===== src/rtl/traffic_pkg.sv =====
// Shared phase codes, lamp patterns and lamp bit positions
// for the two-road intersection sequencer.
package traffic_pkg;

  localparam logic [2:0] PH_NS_G  = 3'd0;
  localparam logic [2:0] PH_NS_Y  = 3'd1;
  localparam logic [2:0] PH_RED_A = 3'd2;
  localparam logic [2:0] PH_EW_G  = 3'd3;
  localparam logic [2:0] PH_EW_Y  = 3'd4;
  localparam logic [2:0] PH_RED_B = 3'd5;

  typedef enum logic [2:0] {
    NS_G  = PH_NS_G,
    NS_Y  = PH_NS_Y,
    RED_A = PH_RED_A,
    EW_G  = PH_EW_G,
    EW_Y  = PH_EW_Y,
    RED_B = PH_RED_B
  } phase_e;

  localparam int unsigned L_NS_G = 5;
  localparam int unsigned L_NS_Y = 4;
  localparam int unsigned L_NS_R = 3;
  localparam int unsigned L_EW_G = 2;
  localparam int unsigned L_EW_Y = 1;
  localparam int unsigned L_EW_R = 0;

  localparam logic [5:0] LT_NS_G  = 6'b100001;
  localparam logic [5:0] LT_NS_Y  = 6'b010001;
  localparam logic [5:0] LT_RED_A = 6'b001001;
  localparam logic [5:0] LT_EW_G  = 6'b001100;
  localparam logic [5:0] LT_EW_Y  = 6'b001010;
  localparam logic [5:0] LT_RED_B = 6'b001001;

  // Lamp pattern for a phase; unknown codes show the resting pattern.
  function automatic logic [5:0] light_of(input phase_e p);
    logic [5:0] l;
    l = LT_NS_G;
    case (p)
      NS_G:    l = LT_NS_G;
      NS_Y:    l = LT_NS_Y;
      RED_A:   l = LT_RED_A;
      EW_G:    l = LT_EW_G;
      EW_Y:    l = LT_EW_Y;
      RED_B:   l = LT_RED_B;
      default: l = LT_NS_G;
    endcase
    return l;
  endfunction

endpackage


===== src/rtl/traffic_phase_timer.sv =====
// Saturating phase dwell counter with synchronous
// clear (phase change) and synchronous reset.
module phase_timer #(
  parameter int TW = 8
) (
  input  logic          i_clk,
  input  logic          i_rst,
  input  logic          i_clr,
  output logic [TW-1:0] o_cnt
);

  logic [TW-1:0] cnt_q;
  logic [TW-1:0] cnt_d;

  // Count up, hold at all-ones, restart on clear.
  always_comb begin
    cnt_d = cnt_q;
    if (i_clr) begin
      cnt_d = '0;
    end else if (cnt_q != '1) begin
      cnt_d = cnt_q + 1'b1;
    end
  end

  // Counter register.
  always_ff @(posedge i_clk) begin
    if (i_rst) begin
      cnt_q <= '0;
    end else begin
      cnt_q <= cnt_d;
    end
  end

  assign o_cnt = cnt_q;

endmodule


===== src/rtl/traffic_phase_scheduler.sv =====
// Demand-driven NS/EW light sequencer with all-red clearance.
// Optional pedestrian walk interval: define PED_WALK_EN.
module traffic_phase_scheduler
  import traffic_pkg::*;
#(
  parameter int NS_GREEN_MIN = 8,
  parameter int EW_GREEN     = 6,
  parameter int YELLOW       = 3,
  parameter int ALL_RED      = 1,
  parameter int TW           = 8
) (
  input  logic       i_clk,
  input  logic       i_rst,
  input  logic       i_ew_req,
`ifdef PED_WALK_EN
  input  logic       i_ped_req,
  output logic       o_walk,
`endif
  output logic [5:0] o_light,
  output logic [2:0] o_state,
  output logic       o_req_pending
);

  localparam logic [TW-1:0] NSG_LAST = TW'(NS_GREEN_MIN - 1);
  localparam logic [TW-1:0] EWG_LAST = TW'(EW_GREEN - 1);
  localparam logic [TW-1:0] YEL_LAST = TW'(YELLOW - 1);
  localparam logic [TW-1:0] RED_LAST = TW'(ALL_RED - 1);

  phase_e        state_q;
  phase_e        state_d;
  logic [5:0]    light_q;
  logic          req_q;
  logic          req_d;
  logic [TW-1:0] timer;
  logic          phase_chg;
  logic          go;
  logic [TW-1:0] reda_last;
  logic          enter_ewg;

`ifdef PED_WALK_EN
  localparam logic [TW-1:0] WALK_LAST = TW'(ALL_RED + 3);

  logic ped_q;
  logic ped_d;
  logic walk_q;
  logic walk_d;

  assign go        = req_q | i_ew_req | ped_q | i_ped_req;
  assign reda_last = walk_q ? WALK_LAST : RED_LAST;
`else
  assign go        = req_q | i_ew_req;
  assign reda_last = RED_LAST;
`endif

  // Next phase from current phase, dwell timer and demand.
  always_comb begin
    state_d = state_q;
    case (state_q)
      NS_G: begin
        if (timer >= NSG_LAST && go) state_d = NS_Y;
      end
      NS_Y: begin
        if (timer == YEL_LAST) state_d = RED_A;
      end
      RED_A: begin
        if (timer == reda_last) state_d = EW_G;
      end
      EW_G: begin
        if (timer == EWG_LAST) state_d = EW_Y;
      end
      EW_Y: begin
        if (timer == YEL_LAST) state_d = RED_B;
      end
      RED_B: begin
        if (timer == RED_LAST) state_d = NS_G;
      end
      default: state_d = NS_G;
    endcase
  end

  assign phase_chg = (state_d != state_q);
  assign enter_ewg = (state_d == EW_G) && (state_q != EW_G);

  // EW demand latch: entering EW green clears it and wins.
  always_comb begin
    req_d = req_q;
    if (enter_ewg) begin
      req_d = 1'b0;
    end else if (i_ew_req && state_q != EW_G) begin
      req_d = 1'b1;
    end
  end

`ifdef PED_WALK_EN
  // Ped latch and walk interval, both tied to the RED_A span.
  always_comb begin
    ped_d  = ped_q | i_ped_req;
    walk_d = walk_q;
    if (state_d == RED_A && state_q != RED_A) begin
      walk_d = ped_q;
    end
    if (state_q == RED_A && state_d != RED_A) begin
      ped_d  = 1'b0;
      walk_d = 1'b0;
    end
  end

  // Ped registers.
  always_ff @(posedge i_clk) begin
    if (i_rst) begin
      ped_q  <= 1'b0;
      walk_q <= 1'b0;
    end else begin
      ped_q  <= ped_d;
      walk_q <= walk_d;
    end
  end

  assign o_walk = walk_q;
`endif

  phase_timer #(
    .TW (TW)
  ) u_timer (
    .i_clk (i_clk),
    .i_rst (i_rst),
    .i_clr (phase_chg),
    .o_cnt (timer)
  );

  // Phase register with registered lamp decode and latch.
  always_ff @(posedge i_clk) begin
    if (i_rst) begin
      state_q <= NS_G;
      light_q <= LT_NS_G;
      req_q   <= 1'b0;
    end else begin
      state_q <= state_d;
      light_q <= light_of(state_d);
      req_q   <= req_d;
    end
  end

  assign o_light       = light_q;
  assign o_state       = state_q;
  assign o_req_pending = req_q;

endmodule


===== config.mk =====
export PLATFORM = sky130hd
export DESIGN_NAME = traffic_phase_scheduler
export DESIGN_NICKNAME = d
export VERILOG_FILES = /design/src/rtl/traffic_pkg.sv /design/src/rtl/traffic_phase_timer.sv /design/src/rtl/traffic_phase_scheduler.sv
export SDC_FILE = /design/constraint.sdc
export NUM_CORES = 1
export LEC_CHECK = 0
export CAP_MARGIN = 20
export CORE_MARGIN = 4
export CORE_UTILIZATION = 52
export CTS_CLUSTER_SIZE = 40
export DETAILED_ROUTE_END_ITERATION = 6
export PLACE_DENSITY = 0.86
export SLEW_MARGIN = 0
export SYNTH_ARGS = -nofsm -noshare
export SYNTH_HDL_FRONTEND = slang
export SYNTH_HIERARCHICAL = 1
export SYNTH_SLANG_ARGS = --single-unit

===== constraint.sdc =====
create_clock -name i_clk -period 2.3 [get_ports i_clk]
set_clock_uncertainty 0.1 [all_clocks]
set_input_delay 0.46 -clock i_clk [delete_from_list [all_inputs] [get_ports i_clk]]
set_output_delay 0.46 -clock i_clk [all_outputs]
set_load 0.05 [all_outputs]

==> impl_metrics.json, run 1 <==
{
  "status": "finished, final reports clean",
  "slew_violations": 0,
  "syn_area_um2": 956,
  "critPathMaxStageDelay_ns": 0.87,
  "power_frac_seq_pct": 54.8,
  "initial_core_util_pct": 55.4,
  "finalNonFillerCells": 144,
  "dp_hpwl_um": 1550,
  "path_clk_slew_ns": 0.10,
  "hp-class": "register to register",
  "top_level_ports": 13,
  "path_cells": "clkdlybuf4s50_1",
  "drc_errors": 0,
  "die_x_um": 50.9,
  "ys_seq_area_share_pct": 37.7,
  "antenna_cells": 0,
  "ys_async_sr_fraction_pct": 0,
  "fin_crit_ns": 2.23,
  "cts_buffer_depth": 2,
  "pwr-share-clk_pct": 31.9,
  "crit_type": "register to primary output",
  "grt_pass1_wl_um": 3740,
  "drv_cap": 0,
  "numCtsBuffers": 3,
  "via_per_inst": 6.25,
  "endpoint_kind": "primary output",
  "use_met1_pct": 24.3,
  "fillers": 155,
  "ctsHoldBuffers": 0,
  "grt_antenna_before_repair": 0,
  "ant_nets": 0,
  "area_growth_pct": 22.4,
  "drtIter0Drc": 47,
  "cts_setup_buffers": 0,
  "placedCellCount": 140,
  "p_int_mw": 0.453,
  "max_clock_freq_mhz": 448,
  "switching_power_mw": 0.154,
  "swShare_pct": 25.4,
  "crit_arrival_ns": 1.67,
  "postSynthCellCount": 101,
  "power_mw": 0.606,
  "track_usage_pct": 18.8,
  "fin_crit_sh_pct": 97.0,
  "syn_nets": 105,
  "critical-path-top-delay-family": "buffers and inverters",
  "final_core_util_pct": 67.8,
  "ys_seq_elements": 18,
  "cp_num_buf_inv": 1,
  "crit_fanout": 10,
  "required_ns": 1.74,
  "wl_per_cell_um": 15.3,
  "yosysUniqueCellTypes": 47,
  "worst_pin_slew_ns": 0.508,
  "worst_skew_pair.late_latency_ns": 0.29,
  "coreArea_mm2": 0.00173,
  "overflow": 0,
  "setup_violations": 0,
  "startpoint_type": "register",
  "rows": 15,
  "multi_input_area_um2": 571,
  "cts_tree": "done",
  "holdWs_ns": 0.442,
  "firstDrtPassIters": 4,
  "vias": 900,
  "combPwrFrac_pct": 13.3,
  "synth_edf_count": 0,
  "finalSetupTns_ns": 0,
  "syn_area_per_cell_um2": 9.46,
  "met3_usage_pct": 4.08,
  "die_area_mm2": 0.00259,
  "root_buffer": "clkbuf_4",
  "busiest_layer": "met2",
  "p_leak_nw": 0.423,
  "grt_setup_unrepaired": "false",
  "grt_pass1_vias": 801,
  "cts_sinks": 18,
  "finalHoldViolCount": 0,
  "slew-limit-headroom_pct": 66.1,
  "portBuffers": 12,
  "cpMaxStageDelayCell": "clkdlybuf4s50_1",
  "synth_flop_cell": "dfxtp_1",
  "gp_congestion": 0.917,
  "yosys_warnings": 6,
  "p_per_area_mw_per_mm2": 518,
  "grt_use_met2_pct": 30.2,
  "nets": 124,
  "die_h_um": 50.9,
  "register_area_um2": 364,
  "wirelength_um": 2200,
  "drive_above_1_share_pct": 23.5,
  "htree_levels": 1,
  "grt_max_degree": 13,
  "irDropWorstVdd_mv": 0.381
}
==> metrics by stage <==
stage / worst slack (ns) / instance area [um^2]
2_1_floorplan: 0.0719 / 957
3_3_place_gp: 0.143 / 1130
3_5_place_dp: 0.0911 / 1130
4_1_cts: 0.0456 / 1160
5_1_grt: 0.00654 / 1170
6_report: 0.0684 / 1170
==> sequential cells by signal (all words and copies together), names as in the netlist <==
register and count:
o_light 6, u_timer/o_cnt 8, o_state 3, o_req_pending 1
==> worst paths after layout <==
| kind | start | endpoint | slack [ns] | depth (start not counted) |
|---|---|---|---|---|
| worst max-delay path | o_state[2]$_SDFF_PP0_ | o_state[2] | 0.07 | 1 |
| worst min-delay path | o_req_pending$_SDFFE_PP0P_ | o_req_pending$_SDFFE_PP0P_ | 0.44 | 2 |
| worst max register to register | u_timer/o_cnt[6]$_SDFFE_PP0P_ | u_timer/o_cnt[7]$_SDFFE_PP0P_ | 0.17 | 7 |
| worst min register to register | o_req_pending$_SDFFE_PP0P_ | o_req_pending$_SDFFE_PP0P_ | 0.44 | 2 |
==> area by class of cell <==
type,instances,area share (%)
clock buffers,4,3.10
inverters,2,0.642
multi-input cells,78,48.8
flip-flops and latches,18,31.1
well taps,25,2.67
repair buffers,17,13.7
==> cell families after synthesis <==
kind of cell	Yosys count	synth area share, %
AND/OR/NAND/NOR	47	36.1
AO/OA/AOI/OAI	28	19.9
flip-flops	18	37.7
buffers and inverters	5	2.88
multiplexers	2	2.09
adder cells (fa/ha/maj)	1	1.31
==> cells in the mapped netlist, types with 4 or more instances <==
cell / number / share of area [%]
dfxtp_1: 18 / 38
nor3_1: 4 / 2.1
a31oi_1: 5 / 3.3
a21oi_1: 7 / 3.7
nand3_1: 5 / 2.6
nor2_1: 5 / 2.0
o21ai_0: 5 / 2.6
==> power by group through the flow <==
| stage | Clock [mW] | Combinational (mW) | Sequential [mW] |
|---|---|---|---|
| finish | 0.193 | 0.0809 | 0.332 |
| global route | 0.206 | 0.0881 | 0.333 |
| CTS | 0.197 | 0.0790 | 0.332 |
| detailed placement | 0 | 0.0785 | 0.339 |
| global placement | 0 | 0.0759 | 0.338 |
| floorplan | 0 | 0.0413 | 0.346 |
==> per-layer routing <==
| layer | vias up | share of wire (%) |
|---|---|---|
| met5 | - | 0 |
| met4 | 0 | 1.3 |
| met3 | 6 | 9.2 |
| met2 | 48 | 50 |
| met1 | 421 | 40 |
| li1 | 425 | - |
==> repair_timing <==
action                                 CTS  global route
endpoints found under the hold margin    0             0
gates resized for setup                  0             4
setup endpoints to repair                0             8
==> layout by cell type (no fill, tap or decap), types with 3 or more instances in the layout <==
master           Yosys  layout
buf_4                0       5
o21ai_0              5       5
clkdlybuf4s50_1      0      11
nor2_1               5       5
clkbuf_4             0       3
nand3_1              5       5
a21oi_1              7       7
dfxtp_1             18      15
dfxtp_2              0       3
nor3_1               4       4
a31oi_1              5       5
No activity file was read; power rests on OpenSTA's default activity.
==> run 2, diff against run 1 <==
Settings changed: CORE_ASPECT_RATIO set to 1.25, CORE_UTILIZATION 52 to 35, PLACE_DENSITY 0.86 to 0.65.
==> run 2 against run 1 <==
Sequential power barely moved. Via count decreased by 3.8%. Sequential cell count is the same. Critical endpoint is now o_state[0]. Largest power group unchanged.
==> impl_metrics.json, run 2 (synthesized netlist as in run 1, its figures left out) <==
{
  "p_int_mw": 0.454,
  "drc_errors": 0,
  "crit_arrival_ns": 1.60,
  "hp-class": "register to register",
  "cp_num_buf_inv": 1,
  "antenna_cells": 0,
  "htree_levels": 1,
  "track_usage_pct": 14.1,
  "fin_crit_ns": 2.16,
  "finalSetupTns_ns": 0,
  "cts_buffer_depth": 2,
  "hold_path_startpoint": "o_req_pending$_SDFFE_PP0P_",
  "endpoint_kind": "primary output",
  "worst_pin_slew_ns": 0.501,
  "largest_reg_flops": 8,
  "layout_common_cells": "dfxtp_1, clkdlybuf4s50_1, a21oi_1",
  "ant_nets": 0,
  "startpoint_type": "register",
  "initial_core_util_pct": 37.8,
  "power_mw": 0.614,
  "numCtsBuffers": 3,
  "critical-path-top-delay-family": "buffers and inverters",
  "r2r_cells": 7,
  "rr_endpoint": "u_timer/o_cnt[7]$_SDFFE_PP0P_",
  "min_to": "o_req_pending$_SDFFE_PP0P_",
  "die_area_mm2": 0.00364,
  "holdWs_ns": 0.454,
  "critPathMaxStageDelay_ns": 0.84,
  "firstDrtPassIters": 4,
  "rr_startpoint": "u_timer/o_cnt[6]$_SDFFE_PP0P_",
  "die_x_um": 54.7,
  "top_level_ports": 13,
  "root_buffer": "clkbuf_4",
  "crit_type": "register to primary output",
  "drive_above_1_share_pct": 25.8,
  "coreArea_mm2": 0.00253,
  "pwr-share-clk_pct": 32.9,
  "grt_max_degree": 13,
  "setup_violations": 0,
  "nets": 125,
  "final_common_cell": "dfxtp_1",
  "p_per_area_mw_per_mm2": 515,
  "crit_fanout": 12,
  "slew_violations": 0,
  "reg2reg_slack_ns": 0.16,
  "ctsHoldBuffers": 0,
  "required_ns": 1.74,
  "drv_cap": 0,
  "drtIter0Drc": 12,
  "wl_per_cell_um": 14.5,
  "min_path_cells": 2,
  "path_cells": "clkdlybuf4s50_1",
  "dp_hpwl_um": 1630,
  "p_leak_nw": 0.449,
  "wirelength_um": 2220,
  "worst_skew_pair.late_latency_ns": 0.30,
  "area_growth_pct": 24.9,
  "max_clock_freq_mhz": 462,
  "status": "finished, final reports clean",
  "slew-limit-headroom_pct": 66.5,
  "path_clk_slew_ns": 0.11,
  "cts_tree": "done",
  "grt_pass1_wl_um": 3730,
  "grt_antenna_before_repair": 0,
  "switching_power_mw": 0.160,
  "rows": 20,
  "overflow": 0,
  "power_frac_seq_pct": 53.5,
  "via_per_inst": 5.66,
  "fin_crit_sh_pct": 94.1,
  "cpMaxStageDelayCell": "clkdlybuf4s50_1",
  "irDropWorstVdd_mv": 0.244,
  "cts_sinks": 18,
  "grt_setup_unrepaired": "false",
  "swShare_pct": 26.0,
  "gp_congestion": 0.773,
  "portBuffers": 12,
  "final_core_util_pct": 47.2,
  "vias": 866,
  "combPwrFrac_pct": 13.6,
  "finalHoldViolCount": 0,
  "die_h_um": 66.4,
  "fillers": 244,
  "grt_pass1_vias": 823
}
-- run 2: changes by cell type in the layout (fill, tap and decap cells not counted), sizes merged --
| cell | delta |
|---|---|
| buf | +1 |
| clkdlybuf4s50 | -1 |
| dlymetal6s2s | +1 |
-- run 2: timing repair --
item,in CTS,in global routing
setup endpoints to repair,0,6
buffers inserted,0,0
gates resized for setup,0,7
-- run 2: how the worst max path moves through the flow --
stage / startpoint / to / slack, ns / depth (start not counted)
after floorplan: o_state[2]$_SDFF_PP0_ / u_timer/o_cnt[7]$_SDFFE_PP0P_ / 0.07 / 8
after global routing: u_timer/o_cnt[6]$_SDFFE_PP0P_ / u_timer/o_cnt[7]$_SDFFE_PP0P_ / 0.04 / 7
after detailed placement: i_ew_req / u_timer/o_cnt[7]$_SDFFE_PP0P_ / 0.1 / 8
after global placement: i_ew_req / u_timer/o_cnt[7]$_SDFFE_PP0P_ / 0.14 / 8
final: o_state[0]$_SDFF_PP0_ / o_state[0] / 0.14 / 1
after CTS: o_state[1]$_SDFF_PP0_ / o_state[1] / 0.06 / 1
-- run 2: metal layers --
metal	up-vias	share of wire, %	GRT usage [%]
met1	423	44	16.2
met4	0	1.7	6.54
met5	-	0	0
li1	425	-	-
met3	4	4.3	2.93
met2	14	50	23.8
-- run 2: power groups by stage --
stage / sequential (mW) / clock, mW / combinational, mW
finish: 0.329 / 0.202 / 0.0834
floorplan: 0.346 / 0 / 0.0413
global route: 0.330 / 0.223 / 0.0923
CTS: 0.329 / 0.205 / 0.0813
detailed placement: 0.336 / 0 / 0.0811
global placement: 0.337 / 0 / 0.0797
-- run 2: stage by stage --
stage / instances / instance area (um^2) / setup slack (ns)
2_1_floorplan: 101 / 957 / 0.0719
3_3_place_gp: 149 / 1140 / 0.142
3_5_place_dp: 149 / 1140 / 0.0988
4_1_cts: 153 / 1180 / 0.0558
5_1_grt: 153 / 1190 / 0.0436
6_report: 153 / 1190 / 0.137
-- run 2: final cells by class --
type / count / area [um^2] / area share, %
multi-input combinational: 78 / 573 / 48.0
clock buffer: 4 / 36.3 / 3.04
sequential: 18 / 365 / 30.6
tap: 33 / 41.3 / 3.46
timing repair buffer: 18 / 170 / 14.3
inverter: 2 / 7.51 / 0.629
==> run 3, diff against run 2 <==
Settings changed: SETUP_SLACK_MARGIN set to 0.5.
==> run 3 against run 2 <==
Largest cell class unchanged. Highest routed layer unchanged. Via count grew 8.2%. Final area rose by 9.5%. Cell count increased by 7.8%. Sequential share of layout area shrank 1.0 points.
==> impl_metrics.json, run 3 (synthesized netlist as in run 1, its figures left out) <==
{
  "top_level_ports": 13,
  "grt_use_met2_pct": 22.9,
  "r2r_cells": 7,
  "grt_antenna_before_repair": 0,
  "crit_fanout": 5,
  "critPathCapture": "u_timer/o_cnt[7]$_SDFFE_PP0P_",
  "fin_crit_ns": 2.02,
  "busiest_layer": "met2",
  "slew-limit-headroom_pct": 67.1,
  "rows": 20,
  "rr_startpoint": "u_timer/o_cnt[6]$_SDFFE_PP0P_",
  "dp_hpwl_um": 1510,
  "wirelength_um": 2370,
  "irDropWorstVdd_mv": 0.352,
  "rr_endpoint": "u_timer/o_cnt[7]$_SDFFE_PP0P_",
  "antenna_cells": 0,
  "track_usage_pct": 13.1,
  "fillers": 241,
  "ctsHoldBuffers": 0,
  "cts_tree": "done",
  "grt_pass1_wl_um": 3590,
  "die_h_um": 66.4,
  "reg2reg_slack_ns": 0.28,
  "grt_setup_unrepaired": "true",
  "root_buffer": "clkbuf_4",
  "finalNonFillerCells": 165,
  "grt_pass1_vias": 816,
  "drc_errors": 0,
  "worst_slack_ns": 0.280,
  "ant_nets": 0,
  "post-place-ws_ns": 0.180,
  "worst_skew_pair.late_latency_ns": 0.28,
  "hp-class": "register to register",
  "fin_crit_sh_pct": 87.8,
  "finalHoldViolCount": 0,
  "nets": 137,
  "slew_violations": 0,
  "finalSetupTns_ns": 0,
  "crit_start": "u_timer/o_cnt[6]$_SDFFE_PP0P_",
  "layout_common_cells": "buf_4, dfxtp_1, dlygate4sd2_1",
  "gp_congestion": 0.847,
  "drtIter0Drc": 34,
  "setup_violations": 0,
  "met3_usage_pct": 2.71,
  "worst_pin_slew_ns": 0.495,
  "area_growth_pct": 36.8,
  "cts_buffer_depth": 2,
  "htree_levels": 1,
  "endpoint_kind": "register",
  "startpoint_type": "register",
  "numCtsBuffers": 3,
  "p_leak_nw": 0.508,
  "initial_core_util_pct": 37.8,
  "placedCellCount": 148,
  "portBuffers": 12,
  "coreArea_mm2": 0.00253,
  "firstDrtPassIters": 4,
  "overflow": 0,
  "required_ns": 2.41,
  "via_per_inst": 5.68,
  "cts_sinks": 18,
  "die_area_mm2": 0.00364,
  "wl_per_cell_um": 14.4,
  "largest_reg_flops": 8,
  "crit_type": "register to register",
  "final_common_cell": "buf_4",
  "path_clk_slew_ns": 0.10,
  "use_met1_pct": 15.9,
  "status": "finished, final reports clean",
  "drive_above_1_share_pct": 40.9,
  "p_per_area_mw_per_mm2": 481,
  "die_x_um": 54.7,
  "grt_max_degree": 13,
  "crit_arrival_ns": 2.13,
  "max_clock_freq_mhz": 495,
  "vias": 937,
  "hold_path_startpoint": "o_req_pending$_SDFFE_PP0P_",
  "drv_cap": 0
}
-- run 3: worst max-delay path, cell delays in order (launching register included) --
cell	delay, ns
dfxtp_4	0.38
or3_4	0.41
nor4_4	0.25
nand3b_1	0.13
nand4_2	0.12
mux2i_1	0.09
or2_4	0.28
nor3b_2	0.18
-- run 3: worst min-delay path by stage --
stage,end,cells after the start
6_report,o_req_pending$_SDFFE_PP0P_,2
5_1_grt,o_req_pending$_SDFFE_PP0P_,2
4_1_cts,o_req_pending$_SDFFE_PP0P_,2
3_5_place_dp,u_timer/o_cnt[1]$_SDFFE_PP0P_,2
3_3_place_gp,u_timer/o_cnt[1]$_SDFFE_PP0P_,2
2_1_floorplan,o_state[0]$_SDFF_PP0_,1
-- run 3: area by class of cell --
cell class	count	area [um^2]	share of cell area, %
multi-input cells	78	596	45.6
inverters	2	7.51	0.574
flip-flops and latches	18	387	29.6
repair buffers	30	240	18.4
well taps	33	41.3	3.16
clock buffers	4	36.3	2.78
-- run 3: timing repair --
| item | in CTS | in global routing |
|---|---|---|
| resized for setup | 26 | 10 |
| buffers inserted | 9 | 4 |
| setup endpoints to repair | 25 | 21 |
| pin swaps | 9 | 4 |
-- run 3: metal layers --
layer  vias up  routed length (um)
met2        30                1220
li1        451                   -
met1       452                1000
met3         4                 115
met4         0                  30
met5         -                   0
-- run 3: through the flow --
step	power, mW	area (um^2)	utilization [%]	hold WS, ns
CTS	0.622	1260	49.8	0.461
global route	0.663	1310	51.7	0.479
detailed placement	0.416	1140	45.1	0.434
global placement	0.416	1140	45.1	0.424
floorplan	0.387	968	-	0.422
finish	0.629	1310	51.7	0.460
-- run 3: where the power goes --
group	internal (mW)	leakage, nW	switching [mW]	total [mW]
registers	0.317	0.152	0.00752	0.325
clock network	0.0961	0.0210	0.0918	0.188
logic	0.0588	0.335	0.0576	0.116
